### src/rtl/cla_add32_pipe.sv
// Two-stage pipelined carry-lookahead adder with valid/ready flow control.
// Optional signed-overflow output enabled by defining CLA_ADD32_OVF_EN.
module cla_add32_pipe #(
  parameter int GROUPS = 8,
  localparam int W = 4 * GROUPS
) (
  input  logic         clk,
  input  logic         rst_n,
  input  logic         in_valid,
  output logic         in_ready,
  input  logic [W-1:0] a,
  input  logic [W-1:0] b,
  input  logic         c0,
  output logic         out_valid,
  input  logic         out_ready,
  output logic [W-1:0] s,
  output logic         co,
  output logic         gp,
  output logic         gg,
  output logic         ovf
);

  // Handshake: a transfer happens on a rising edge where valid && ready are
  // both high; valid holds with stable data until taken, ready may depend on
  // downstream ready but never on valid.
  logic s1_valid;
  logic s2_take;
  logic s1_adv;
  logic accept;

  assign s2_take  = !out_valid || out_ready;
  assign s1_adv   = s1_valid && s2_take;
  assign in_ready = !s1_valid || s2_take;
  assign accept   = in_valid && in_ready;

  // Stage 1 combinational: bit and group propagate/generate
  logic [W-1:0]      p_d;
  logic [W-1:0]      g_d;
  logic [GROUPS-1:0] grp_p_d;
  logic [GROUPS-1:0] grp_g_d;

  always_comb begin
    p_d     = a ^ b;
    g_d     = a & b;
    grp_p_d = '0;
    grp_g_d = '0;
    for (int k = 0; k < GROUPS; k++) begin
      grp_p_d[k] = p_d[4*k+3] & p_d[4*k+2] & p_d[4*k+1] & p_d[4*k];
      grp_g_d[k] = g_d[4*k+3]
                 | (p_d[4*k+3] & g_d[4*k+2])
                 | (p_d[4*k+3] & p_d[4*k+2] & g_d[4*k+1])
                 | (p_d[4*k+3] & p_d[4*k+2] & p_d[4*k+1] & g_d[4*k]);
    end
  end

  logic [W-1:0]      s1_p;
  logic [W-1:0]      s1_g;
  logic [GROUPS-1:0] s1_grp_p;
  logic [GROUPS-1:0] s1_grp_g;
  logic              s1_c0;

  always_ff @(posedge clk or negedge rst_n) begin
    if (!rst_n) begin
      s1_valid <= 1'b0;
      s1_p     <= '0;
      s1_g     <= '0;
      s1_grp_p <= '0;
      s1_grp_g <= '0;
      s1_c0    <= 1'b0;
    end else begin
      if (accept) begin
        s1_valid <= 1'b1;
        s1_p     <= p_d;
        s1_g     <= g_d;
        s1_grp_p <= grp_p_d;
        s1_grp_g <= grp_g_d;
        s1_c0    <= c0;
      end else if (s1_adv) begin
        s1_valid <= 1'b0;
      end
    end
  end

`ifdef CLA_ADD32_OVF_EN
  logic s1_a_msb;
  logic s1_b_msb;

  always_ff @(posedge clk or negedge rst_n) begin
    if (!rst_n) begin
      s1_a_msb <= 1'b0;
      s1_b_msb <= 1'b0;
    end else if (accept) begin
      s1_a_msb <= a[W-1];
      s1_b_msb <= b[W-1];
    end
  end
`endif

  // Group carries as a flat sum of products: each term is one generate
  // (or the carry-in) ANDed with every propagate above it.
  logic [GROUPS:0] grp_c;
  logic            term;

  always_comb begin
    grp_c    = '0;
    grp_c[0] = s1_c0;
    term     = 1'b0;
    for (int k = 0; k < GROUPS; k++) begin
      for (int j = -1; j <= k; j++) begin
        term = (j < 0) ? s1_c0 : s1_grp_g[j];
        for (int m = j + 1; m <= k; m++) begin
          term = term & s1_grp_p[m];
        end
        grp_c[k+1] = grp_c[k+1] | term;
      end
    end
  end

  // Intra-group carries use the same flattened form, seeded by the group carry
  logic [W-1:0] bit_c;
  logic         bterm;

  always_comb begin
    bit_c = '0;
    bterm = 1'b0;
    for (int k = 0; k < GROUPS; k++) begin
      for (int t = 0; t < 4; t++) begin
        for (int j = -1; j < t; j++) begin
          bterm = (j < 0) ? grp_c[k] : s1_g[4*k+j];
          for (int m = j + 1; m < t; m++) begin
            bterm = bterm & s1_p[4*k+m];
          end
          bit_c[4*k+t] = bit_c[4*k+t] | bterm;
        end
      end
    end
  end

  logic [W-1:0] s_d;
  logic         blk_p_d;
  logic         blk_g_d;
  logic         gterm;
  logic         ovf_d;

  always_comb begin
    s_d     = s1_p ^ bit_c;
    blk_p_d = &s1_grp_p;
    blk_g_d = 1'b0;
    gterm   = 1'b0;
    for (int j = 0; j < GROUPS; j++) begin
      gterm = s1_grp_g[j];
      for (int m = j + 1; m < GROUPS; m++) begin
        gterm = gterm & s1_grp_p[m];
      end
      blk_g_d = blk_g_d | gterm;
    end
  end

`ifdef CLA_ADD32_OVF_EN
  assign ovf_d = (s1_a_msb == s1_b_msb) && (s_d[W-1] != s1_a_msb);
`else
  assign ovf_d = 1'b0;
`endif

  // Stage 2: results held while the consumer stalls
  always_ff @(posedge clk or negedge rst_n) begin
    if (!rst_n) begin
      out_valid <= 1'b0;
      s         <= '0;
      co        <= 1'b0;
      gp        <= 1'b0;
      gg        <= 1'b0;
      ovf       <= 1'b0;
    end else begin
      if (s1_adv) begin
        out_valid <= 1'b1;
        s         <= s_d;
        co        <= grp_c[GROUPS];
        gp        <= blk_p_d;
        gg        <= blk_g_d;
        ovf       <= ovf_d;
      end else if (out_ready) begin
        out_valid <= 1'b0;
      end
    end
  end

endmodule

### config.mk
export PLATFORM = sky130hd
export DESIGN_NAME = cla_add32_pipe
export DESIGN_NICKNAME = d
export VERILOG_FILES = /design/src/rtl/cla_add32_pipe.sv
export SDC_FILE = /design/constraint.sdc
export NUM_CORES = 1
export LEC_CHECK = 0
export CORE_MARGIN = 3
export CORE_UTILIZATION = 40
export DETAILED_ROUTE_END_ITERATION = 16
export GPL_TIMING_DRIVEN = 0
export PLACE_DENSITY = 0.69
export RECOVER_POWER = 50
export SKIP_CTS_REPAIR_TIMING = 1
export SYNTH_ARGS = -nofsm -noshare
export SYNTH_HDL_FRONTEND = slang
export SYNTH_SLANG_ARGS = --single-unit
### constraint.sdc
create_clock -name clk -period 5.3 [get_ports clk]
set_input_delay 1.59 -clock clk [delete_from_list [all_inputs] [get_ports clk]]
set_output_delay 1.59 -clock clk [all_outputs]
set_load 0.1 [all_outputs]
Word level (Yosys, flattened, before mapping)
Index checks and enable logic that the tools add are counted.
{ "classes": {"n_mux": 4, "bitwise_logic": 250, "n_reduce_logical": 9} }
{ "ops": {"columns": ["cell", "count"], "rows": [
  ["$and A1 B1 Y1", 132],
  ["$or A1 B1 Y1", 115],
  ["$xor A32 B32 Y32", 2],
  ["$and A32 B32 Y32", 1],
  ["$reduce_and A8 Y1", 1],
  ["$mux W1", 4],
  ["$reduce_bool A2 Y1", 2],
  ["$logic_and A1 B1 Y1", 2],
  ["$logic_not A1 Y1", 2],
  ["$logic_or A1 B1 Y1", 2]
]} }
{ "totals": {"reg_bits": 117, "inputBits": 69, "out_inout_bits": 38, "elab_cells": 274} }

Longest topological paths before layout
{ "logic_depth": {"word_depth": 21, "mapped_depth": 9, "mapped_depth_nobuf": 9} }

Least setup slack after synthesis
No wires, ideal clock.
{ "synth_path": {"kind": "input -> output", "from": "in out_ready", "to": "out in_ready", "arrival_time_ps": 1956, "required_ps": 3710, "setup_slack_ps": 1754, "stages": 1, "path_buffers": 0, "path_cell_list": "nand3b_4"} }
{ "synth_via": {"elab_chain_cells": 2} }
{ "synth_lines": {"columns": ["item", "line", "rtl"], "rows": [
  ["from (decl)", "15", "input logic out_ready,"],
  ["$logic_or A1 B1 Y1", "31", "assign s2_take = !out_valid || out_ready;"],
  ["$logic_or A1 B1 Y1", "33", "assign in_ready = !s1_valid || s2_take;"],
  ["to (decl)", "10", "output logic in_ready,"]
]} }
Every way passes these cells.

Worst setup path in the final report
Same ends and word-level chain as after synthesis.

==> reports/metrics.yaml <==
relSlewSlack_pct: -50.23
status: "finished, violations left"
pin_count: 107
htree_levels: 3
tightest_slew_ps: 2253
routed-via-count: 3766
hpwl_microns: 9055
clock-sinks: 110
clockBufferDepth: 2
max_stage_delay_ps: 1150
port_buffers: 105
max_freq_mhz: 199.1
finish.net_count: 665
vias_per_cell: 5.138
netSwitchingFraction_pct: 44.65
cp.arrival_ps: 3430
crit_required_ps: 3710
overflow: 0
final_cell_mix: "dfrtp_1, clkdlybuf4s50_1, mux2_2"
fillers: 1163
crit_path_start_kind: "input port"
synth-simple-area-share_pct: 8.063
coreArea_sq_um: 12820
cp_max_fo: 3
leakagePower_uw: 0.003095
synth_fa_ha_area_share_pct: 9.403
grt_pass1_wl_microns: 19760
cts_made_buffers: 9
seqPwrFrac_pct: 35.3
start_util_pct: 41.50
synth_top_family_by_area: "multiplexers"
fin_crit_ps: 5022
fp.dieH_microns: 121.4
synth_warnings: 0
die_w_microns: 121.4
drt_pass1_iterations: 5
grt_pass1_vias: 3845
clkPwrFrac_pct: 19.6
post-route-period-util_pct: 94.76
combinationalPowerShare_pct: 45.1
syn_area_sq_um: 5323
syn_nets: 548
synthMuxAreaShare_pct: 13.75
synthXorXnorAreaFrac_pct: 2.633
crit_path_top_delay_cell: "clkdlybuf4s50_1"
syn_avg_cell_area_sq_um: 12.12
crit_path_end_kind: "primary output"
drtAntennaViolNets: 0
setup-violations-final: 0
drc: 0
gp_congestion: 0.7941
antenna_found_initial: 0
synthCells: 439
track_usage_pct: 17.03
synth_compound_area_share_pct: 11.89
violations: "max-capacitance violations, max-slew violations"
syn2layout_area_growth_pct: 28.96
finalSetupTns_ps: 0
skew_ps: 10.11
cap_violations: 1
root_buffer: "clkbuf_16"
p_sw_uw: 1460
design_power_total_uw: 3269
drtIter0Drc: 201
cts_tree: "done"
timing.setup.critical_path_class: "input port to primary output"
slew_viol_final: 40
final_common_cell: "dfrtp_1"
drive_gt1_share_pct: 17.83
peakVddDrop_mv: 0.2967
die_area_sq_um: 14730
clock_latency_ps: 340
place_area_sq_um: 6614
worstPathCellList: "dlygate4sd3_1 > nand3b_1 > clkdlybuf4s50_1"
rsz0062_at_grt: "no"
totalWireLength_microns: 12030
power.density_nw_per_um2: 476.3
hold_path.class: "register to register"
ys_seq_area_share_pct: 51.72
ys_types: 33
grt_max_degree: 72
diodes: 0
clkTransAtPathRegs_ps: 70
hold_viol_final: 0
wire_per_inst_microns: 16.41
synth-seq-cells: 110
rows: 41
power.internal_uw: 1810
final_area_sq_um: 6864
[final timing paths]
kind                             startpoint       end  slack, ps  cells after the start
min in group asynchronous             rst_n      s[7]       1910                      1
worst max-delay path              out_ready  in_ready        280                      3
worst min-delay path                  s[22]     s[22]        480                      2
worst max register to register  s1_grp_p[1]     s[27]       3040                      9
max in group asynchronous             rst_n  s1_p[19]       2090                      1
worst min register to register        s[22]     s[22]        480                      2
[registers in the layout, summed over array words and instances (netlist names)]
register   cells
s1_valid       1
s1_c0          1
gp             1
s1_grp_p       8
s1_g          24
co             1
gg             1
s1_grp_g       8
s1_p          32
s             32
out_valid      1
[metal layers]
layer	wire, microns	global-route usage, %	part of all wire, %
met5	0	0	0
met4	136	4.622	1.1
met3	649	3.263	5.4
met2	5703	27.63	47
met1	5537	23.46	46
[synthesized netlist by cell type]
cell type | count | share of area, %
a2111oi_0 | 1 | 0.16
a21o_1 | 21 | 3.0
a21oi_1 | 16 | 1.5
a41oi_2 | 1 | 0.31
buf_2 | 5 | 0.47
buf_4 | 2 | 0.28
buf_6 | 7 | 1.5
clkbuf_1 | 1 | 0.070
clkbuf_2 | 1 | 0.094
conb_1 | 1 | 0.070
dfrtp_1 | 110 | 52
ha_1 | 40 | 9.4
inv_1 | 1 | 0.070
mux2_1 | 2 | 0.42
mux2_2 | 63 | 13
nand2_1 | 43 | 3.0
nand2_2 | 1 | 0.12
nand2_4 | 1 | 0.21
nand2b_1 | 4 | 0.47
nand3_1 | 1 | 0.094
nand3b_4 | 1 | 0.38
nand4_1 | 10 | 1.2
nor2_1 | 10 | 0.71
nor3_1 | 10 | 0.94
o21a_1 | 8 | 1.1
o21ai_0 | 34 | 3.2
o21ai_1 | 1 | 0.094
o21ai_2 | 1 | 0.16
o22ai_1 | 8 | 0.94
o31a_1 | 1 | 0.16
o31ai_1 | 9 | 1.3
or2_2 | 8 | 0.94
xor2_1 | 16 | 2.6
[power by group through the flow]
stage	registers, uW	clock network [uW]	logic, uW
2_1_floorplan	1890	0	357
3_3_place_gp	1170	0	1470
3_5_place_dp	1170	0	1490
4_1_cts	1160	654	1490
5_1_grt	1180	695	1550
6_report	1150	641	1470
[worst max-delay path, delay by kind of cell]
| kind | cells | cell delay, ps |
|---|---|---|
| buffers and inverters | 2 | 1690 |
| and+or+nand+nor | 1 | 150 |
[logic make-up (layout without fill, tap and decap cells)]
kind of cell / after synthesis / after routing
flops: 110 / 110
simple gates: 89 / 89
other cells: 1 / 1
fa+ha+maj: 40 / 40
compound gates: 101 / 101
xor+xnor: 16 / 16
buf+inv: 17 / 139
mux: 65 / 65
[per-stage QoR]
stage	std cells	hold slack (ps)	utilization, %	setup slack, ps
floorplan	439	455.2	-	1754
global placement	716	462.9	51.38	-1446
detailed placement	717	475.1	51.57	356.2
CTS	733	491.3	53.81	349.7
global route	733	510.9	53.52	249.2
finish	733	480.4	53.52	277.8
[layout make-up]
type                            instances  area (sq um)  share of cell area [%]
Buffer                                 16         116.4                   1.695
Clock buffer                           12         256.5                   3.737
Clock inverter                          4         31.28                  0.4557
Inverter                                1         3.754                 0.05468
Multi-Input combinational cell        312          2416                   35.20
Sequential cell                       110          2753                   40.10
Tap cell                              172         215.2                   3.135
Timing Repair Buffer                  106          1072                   15.62
Note: power is estimated with default switching activity, not from simulation.
